<file path="src/rtl/demux32_8.sv">
// ---------------------------------------------------------------------------
// demux32_8 : 32-bit word to 8-bit byte serializer.
//
// Each accepted word is sent as four bytes, most significant byte first. A
// one-word holding register lets the next word be taken while the current
// one is still going out, so words offered back to back leave as a
// continuous byte stream.
//
// Handshake: a word moves into the block on a rising clk_4f edge where
// valid_in=1 and ready_out=1. ready_out is a flop and never depends on
// valid_in in the same cycle. Once a word is offered, data_in and valid_in
// stay stable until it is taken. On the output side every cycle with
// valid_out=1 carries one byte; there is no back-pressure.
//
// Ports:
//   clk_4f     in   1  byte-rate clock, rising edge
//   reset_L    in   1  asynchronous reset, active low
//   data_in    in  32  word to serialize, data_in[31:24] goes out first
//   valid_in   in   1  data_in holds a word this cycle
//   ready_out  out  1  block can accept a word this cycle
//   data_out   out  8  serialized byte (idle byte when valid_out=0)
//   valid_out  out  1  data_out carries a byte
//   last_out   out  1  data_out is byte 0 of its word
//   state_dbg  out  2  current FSM state (0 IDLE, 1 SEND, 2 SEND_HOLD)
//
// Configuration macro: IDLE_BC_EN -- when defined, the idle byte is 8'hBC
// instead of 8'h00. It applies during reset as well.
// ---------------------------------------------------------------------------
module demux32_8 (
    input  logic        clk_4f,
    input  logic        reset_L,
    input  logic [31:0] data_in,
    input  logic        valid_in,
    output logic        ready_out,
    output logic [7:0]  data_out,
    output logic        valid_out,
    output logic        last_out,
    output logic [1:0]  state_dbg
);

`ifdef IDLE_BC_EN
    localparam logic [7:0] IDLE_BYTE = 8'hBC;
`else
    localparam logic [7:0] IDLE_BYTE = 8'h00;
`endif

    typedef enum logic [1:0] {
        IDLE      = 2'd0,
        SEND      = 2'd1,
        SEND_HOLD = 2'd2
    } state_t;

    state_t      state_q, state_n;
    logic [31:0] shift_q, shift_n;
    logic [1:0]  rem_q, rem_n;
    logic [31:0] hold_q, hold_n;
    logic        hold_v_q, hold_v_n;
    logic        ready_q, ready_n;
    logic [7:0]  dout_q, dout_n;
    logic        vout_q, vout_n;
    logic        last_q, last_n;
    logic        accept;

    assign accept = valid_in & ready_q;

    always_comb begin
        shift_n  = shift_q;
        rem_n    = rem_q;
        hold_n   = hold_q;
        hold_v_n = hold_v_q;
        dout_n   = IDLE_BYTE;
        vout_n   = 1'b0;
        last_n   = 1'b0;

        if (rem_q != 2'd0) begin
            // Bytes of the current word still pending in the shifter.
            dout_n  = shift_q[31:24];
            shift_n = {shift_q[23:0], 8'h00};
            rem_n   = rem_q - 2'd1;
            vout_n  = 1'b1;
            last_n  = (rem_q == 2'd1);
            if (accept) begin
                hold_n   = data_in;
                hold_v_n = 1'b1;
            end
        end else if (hold_v_q) begin
            // Held word starts straight away; ready_q is low here so no
            // new word can arrive on this edge.
            dout_n   = hold_q[31:24];
            shift_n  = {hold_q[23:0], 8'h00};
            rem_n    = 2'd3;
            hold_v_n = 1'b0;
            vout_n   = 1'b1;
        end else if (accept) begin
            // Nothing pending: the first byte bypasses the shifter.
            dout_n  = data_in[31:24];
            shift_n = {data_in[23:0], 8'h00};
            rem_n   = 2'd3;
            vout_n  = 1'b1;
        end

        ready_n = ~hold_v_n;

        if (hold_v_n)
            state_n = SEND_HOLD;
        else if ((rem_n != 2'd0) || vout_n)
            state_n = SEND;
        else
            state_n = IDLE;
    end

    always_ff @(posedge clk_4f or negedge reset_L) begin
        if (!reset_L) begin
            state_q  <= IDLE;
            shift_q  <= 32'h0;
            rem_q    <= 2'd0;
            hold_q   <= 32'h0;
            hold_v_q <= 1'b0;
            ready_q  <= 1'b0;
            dout_q   <= IDLE_BYTE;
            vout_q   <= 1'b0;
            last_q   <= 1'b0;
        end else begin
            state_q  <= state_n;
            shift_q  <= shift_n;
            rem_q    <= rem_n;
            hold_q   <= hold_n;
            hold_v_q <= hold_v_n;
            ready_q  <= ready_n;
            dout_q   <= dout_n;
            vout_q   <= vout_n;
            last_q   <= last_n;
        end
    end

    assign ready_out = ready_q;
    assign data_out  = dout_q;
    assign valid_out = vout_q;
    assign last_out  = last_q;
    assign state_dbg = state_q;

endmodule

</file>
<file path="config.mk">
export PLATFORM = sky130hd
export DESIGN_NAME = demux32_8
export DESIGN_NICKNAME = d
export VERILOG_FILES = /design/src/rtl/demux32_8.sv
export SDC_FILE = /design/constraint.sdc
export NUM_CORES = 1
export LEC_CHECK = 0
export BUFFER_PORTS_ARGS = -buffer_cell sky130_fd_sc_hd__buf_4
export CORE_MARGIN = 2
export CORE_UTILIZATION = 40
export CTS_CLUSTER_SIZE = 28
export DETAILED_ROUTE_END_ITERATION = 12
export PLACE_DENSITY_LB_ADDON = 0.1
export SYNTH_ARGS = -nofsm -noshare
export SYNTH_HDL_FRONTEND = slang
export SYNTH_SLANG_ARGS = --single-unit
export TNS_END_PERCENT = 30
</file>
<file path="constraint.sdc">
create_clock -name clk_4f -period 3.05 [get_ports clk_4f]
set_input_delay 0.305 -clock clk_4f [delete_from_list [all_inputs] [get_ports clk_4f]]
set_output_delay 0.305 -clock clk_4f [all_outputs]
set_load 0.005 [all_outputs]
</file>
==> run summary, run 1 <==
r2r endpoint - shift_q[31]
Detail Route Antenna Nets - 0
Critical Path Fanout Max - 17
Setup Fix Bufs, Post-CTS - 0
Int Pwr - 2.653 mW
Initial DRT Pass Iterations - 4
worst min-delay path category - in -> async
syn nets - 301
WS Path Type - reg -> reg
Clock power frac - 0.191
Initial DRC Count - 83
CTS tree - done
PwrDens - 1060 nW/um2
smallest hold slack - 69.78 ps
most frequent cells in the layout - dfrtp_1, buf_4, o21ai_0, mux2_4, nand2_1
CP peak stage delay - 720 ps
CTS resizes - 0
clk_skew - 8.380 ps
CP startpoint - ready_out
Synth cell types - 21
#FFs+latches synth - 71
maxcap violations - 0
fin nets - 343
R2R Setup Slk - 1260 ps
Max Root-Sink Buffers - 2
slowest CP cell - a21oi_2
total gr overflow - 0
cts hold-fix bufs - 0
share of layout cells above drive strength 1 - 0.3291
largest net degree at the start of global routing - 72
Gate power share - 0.412
diodes inserted - 0
Yosys warnings - 0
most common cell after layout, fill and taps aside - dfrtp_1
core area - 7807 um2
routed vias - 2078
clk sinks - 71
# DRC - 0
fmax - 0.5572 GHz
Final Hold Fails - 0
register area share after synthesis - 0.5481
Post-Place Worst Slack - 1257 ps
FILL cells - 759
worst-margin pin slew - 904.5 ps
Post-Syn Area - 3242 um2
Crit path required time - 3310 ps
switching share of power - 0.3487
die span in x - 94.03 um
I/O pins - 48
Die Y - 94.03 um
Worst-path clk slew - 80 ps
WP buf/inv - 1
Crit path max-delay family - compound AO/OA/AOI/OAI gates
Pleak - 1.789 nW
crit end category - flop
crit start category - flop
H-Tree Depth - 3
initial antenna violation count - 0
CTS Buf Count - 9
Slew Limit Fails - 0
R2R depth - 4
Final GP Congestion - 0.7325
worst-skew pair later-pin latency - 340 ps
area grow syn2layout - 18.56%
gr usage total - 0.1670
IO Port Bufs - 47
WP depth - 4
clock period minus worst slack - 1795 ps
Worst EP arrival - 2060 ps
RSZ-0062 raised after global routing - false
Max IR drop VDD - 0.9360 mV
WL final - 6640 um
WL per Instance - 16.00 um
Setup WS post-layout - 1255 ps
FP Rows - 32
initial core utilization - 0.4152
Seq pwr share - 0.397
Post-Syn Area per Cell - 12.19 um2
vias in the first global route - 2171
clock root buffer - clkbuf_8
Final Power - 4.073 mW
DP Wirelength - 4096 um
Slew Limit Headroom - 0.3970
routed vias/inst - 5.007
crit share post-route - 0.5884
first-pass GRT wire length - 11180 um
setup TNS - 0 ps
outcome - finished, final reports clean
worst r2r src - ready_out
switching power total - 1.421 mW
Setup violations, final - 0
crit-path cells - a21oi_2 -> buf_4 -> a211oi_1 -> o21ai_0
area of the die - 8841 um2
Gate Count Post-Synth - 266
critical path endpoint - shift_q[31]
==> worst min path at each step <==
stage	from	end	slack, ps
after global placement	shift_q[17]	shift_q[25]	460
final	reset_L	hold_q[29]	70
after global routing	reset_L	hold_q[28]	160
after floorplan	reset_L	data_out[0]	9
after detailed placement	shift_q[17]	shift_q[25]	460
after CTS	reset_L	hold_q[29]	120
==> registers in the layout, indices dropped and copies added (netlist names) <==
signal / cells
hold_v_q: 1
last_out: 1
state_dbg: 1
hold_q: 32
shift_q: 24
ready_out: 1
data_out: 8
rem_q: 2
valid_out: 1
==> metrics by stage <==
| step | utilization | instance area, um2 | cells |
|---|---|---|---|
| 6_report | 0.4923 | 3844 | 415 |
| 5_1_grt | 0.4923 | 3844 | 415 |
| 4_1_cts | 0.4923 | 3844 | 415 |
| 3_5_place_dp | 0.4657 | 3636 | 399 |
| 3_3_place_gp | 0.4657 | 3636 | 399 |
| 2_1_floorplan | - | 3242 | 266 |
==> Yosys cell counts (all sizes together) <==
library cell,instances,area (um2)
dfrtp,71,1777
o21ai,33,165.2
mux2,32,473.0
nand2,27,101.4
a211oi,24,180.2
nor2b,17,106.4
mux2i,16,160.2
buf,15,101.3
nor2,11,41.29
o31ai,8,60.06
clkbuf,6,23.77
a21o,1,7.510
a21oi,1,8.760
inv,1,3.750
nand3,1,17.52
or2,1,6.260
xnor2,1,8.760
==> power by group through the flow <==
stage	sequential, mW	clock (mW)	combinational, mW
finish	1.62	0.778	1.68
detailed placement	1.63	0	1.70
global placement	1.62	0	1.68
CTS	1.62	0.798	1.71
floorplan	1.58	0	1.30
global route	1.68	0.841	1.87
==> kinds of logic (layout without fill, tap and decap cells) <==
| family | after synthesis | count (layout) | share of synthesized area |
|---|---|---|---|
| and+or+nand+nor | 57 | 57 | 0.08414 |
| muxes | 48 | 48 | 0.1953 |
| xor gates and xnor gates | 1 | 1 | 0.002702 |
| DFF | 71 | 71 | 0.5480 |
| AOI/OAI and AO/OA | 67 | 67 | 0.1301 |
| buffers and inverters | 22 | 69 | 0.03975 |
==> worst register-to-register path: stages (launching register included) <==
cell and delay [ps]:
dfrtp_1 440, a21oi_2 720, buf_4 300, a211oi_1 60, o21ai_0 190
==> area by class of cell <==
cell class	count	area (um2)	share of cell area
clock buffer	11	151.4	0.03939
sequential	71	1778	0.4626
clock inverter	5	56.30	0.01465
inverter	1	3.754	0.0009766
timing repair buffer	52	390.4	0.1016
tap	102	127.6	0.03320
multi-input combinational	173	1336	0.3477
==> metal layers <==
| layer | vias up | part of all wire | GRT usage | routed length, um |
|---|---|---|---|---|
| met5 | - | 0 | 0 | 0 |
| met4 | 0 | 0.014 | 0.06159 | 95 |
| met3 | 8 | 0.052 | 0.04414 | 347 |
| met2 | 53 | 0.44 | 0.2464 | 2894 |
| met1 | 1001 | 0.50 | 0.2361 | 3302 |
| li1 | 1016 | - | - | - |
Note: power is estimated with default switching activity, not from simulation.
==> run 2: changes to the inputs <==
clock period = 1.4 ns   (was 3.05 ns; I/O delays follow)
==> run 2 against run 1 <==
The flow now finishes with violations (setup timing); power grew 130%; wire length grew 3.4%; largest cell class unchanged; die area unchanged; setup slack got worse by 1300 ps; clock power increased by 130%; clock skew down 3.1 ps; highest routed layer unchanged; count of clock-buffer cells in the layout shrank 2; flip-flop and latch count stayed put; sequential power increased by 120%; combinational power is 140% higher; core utilization increased by 2.8 points; cell count up 2.9%.
==> run summary, run 2 (synthesized netlist as in run 1, its figures left out) <==
end-of-flow core utilization - 0.5202
WL per Instance - 16.08 um
CTS Buf Count - 9
DP Wirelength - 4540 um
diodes inserted - 0
largest net degree at the start of global routing - 43
total gr overflow - 0
gr usage total - 0.1724
most frequent cells in the layout - dfrtp_1, buf_4, o21ai_0, mux2_4, nand2_1
Final GP Congestion - 0.7487
grt met2 use - 0.2613
initial core utilization - 0.4152
WS Path Type - reg -> reg
Top Usage Layer GRT - met2
die span in x - 94.03 um
routed vias - 2151
Largest register FFs - 32
worst min-delay path category - in -> reg
CP peak stage delay - 380 ps
initial antenna violation count - 0
share of layout cells above drive strength 1 - 0.3600
slowest CP cell - dfrtp_1
Setup violations, final - 16
crit start category - flop
WL final - 6866 um
fmax - 0.7075 GHz
CTS tree - done
clk_skew - 5.264 ps
area grow syn2layout - 25.28%
FILL cells - 707
met1 Track Usage GR - 0.2343
# DRC - 0
Setup WS post-layout - -13.39 ps
worst-skew pair later-pin latency - 340 ps
Initial DRC Count - 72
first-pass GRT wire length - 11310 um
crit share post-route - 1.010
Final Power - 9.415 mW
Worst-path clk slew - 70 ps
Final Hold Fails - 0
Slew Limit Headroom - 0.7091
area of the die - 8841 um2
failing checks - setup timing
clock period minus worst slack - 1413 ps
Post-Place Worst Slack - 9.487 ps
Detail Route Antenna Nets - 0
crit-path cells - or2_4 -> nand3_4 -> buf_12 -> mux2_4
Critical Path Fanout Max - 16
Slew Limit Fails - 0
worst-margin pin slew - 436.4 ps
RSZ-0062 raised after global routing - true
Reg with most FFs - hold_q
Worst EP arrival - 1650 ps
Pleak - 1.903 nW
routed vias/inst - 5.037
clk sinks - 71
fin nets - 355
smallest hold slack - 27.23 ps
met3 GRT Util - 0.03852
core area - 7807 um2
vias in the first global route - 2180
clock root buffer - clkbuf_8
Crit path required time - 1630 ps
I/O pins - 48
H-Tree Depth - 3
crit end category - flop
IO Port Bufs - 47
Die Y - 94.03 um
outcome - finished, violations left
maxcap violations - 0
Max Root-Sink Buffers - 2
FP Rows - 32
PwrDens - 2318 nW/um2
Max IR drop VDD - 1.123 mV
most common cell after layout, fill and taps aside - dfrtp_1
Initial DRT Pass Iterations - 4
run 2: changes by cell type in the layout (fill, tap and decap cells not counted), moves of 2 or more:
cell      delta
buf_12       +7
mux2_2       -2
buf_4        +3
mux2_4       +2
clkinv_2     +2
clkbuf_8     -2
run 2: repair_timing:
item                                   4_1_cts  5_1_grt
endpoints found under the hold margin       21        0
setup buffers                                0        0
gates resized for setup                      0        5
setup endpoints to repair                    0       35
hold buffers                                 1        0
run 2: final timing paths:
check	startpoint	cells after the start	to	slack, ps
max	rem_q[0]	4	hold_q[25]	-10
min	data_in[20]	2	hold_q[20]	30
max reg2reg	rem_q[0]	4	hold_q[25]	-10
min reg2reg	shift_q[31]	2	data_out[7]	470
max in group asynchronous	reset_L	3	data_out[6]	660
min in group asynchronous	reset_L	2	hold_q[21]	220
run 2: report_power, final:
group          internal [mW]  switching, mW
combinational           2.21           1.90
sequential              3.03          0.520
clock                  0.990          0.768
total                   6.23           3.19
run 2: final cells by class:
cell class | instances | area (um2) | share of cell area
flip-flops and latches | 71 | 1779 | 0.4381
clock buffers | 9 | 123.9 | 0.03050
inverters | 1 | 3.754 | 0.0009242
well taps | 102 | 127.6 | 0.03142
repair buffers | 64 | 588.1 | 0.1448
multi-input cells | 173 | 1351 | 0.3327
clock inverters | 7 | 87.58 | 0.02156
run 2: routing by layer:
layer | wire (um) | vias up
li1 | - | 1046
met1 | 3287 | 1046
met2 | 3194 | 49
met3 | 273 | 10
met4 | 110 | 0
met5 | 0 | -
run 2: critical path, delay by kind of cell, from the launching register on:
kind | cells | cell delay [ps]
and+or+nand+nor | 2 | 400
DFF | 1 | 380
muxes | 1 | 310
buffers and inverters | 1 | 200
run 2: metrics by stage:
step | setup TNS, ps | instances | area (um2)
2_1_floorplan | -1235 | 266 | 3257
3_3_place_gp | 0 | 409 | 3799
3_5_place_dp | 0 | 409 | 3799
4_1_cts | 0 | 426 | 4020
5_1_grt | -867.7 | 427 | 4061
6_report | -102.0 | 427 | 4061
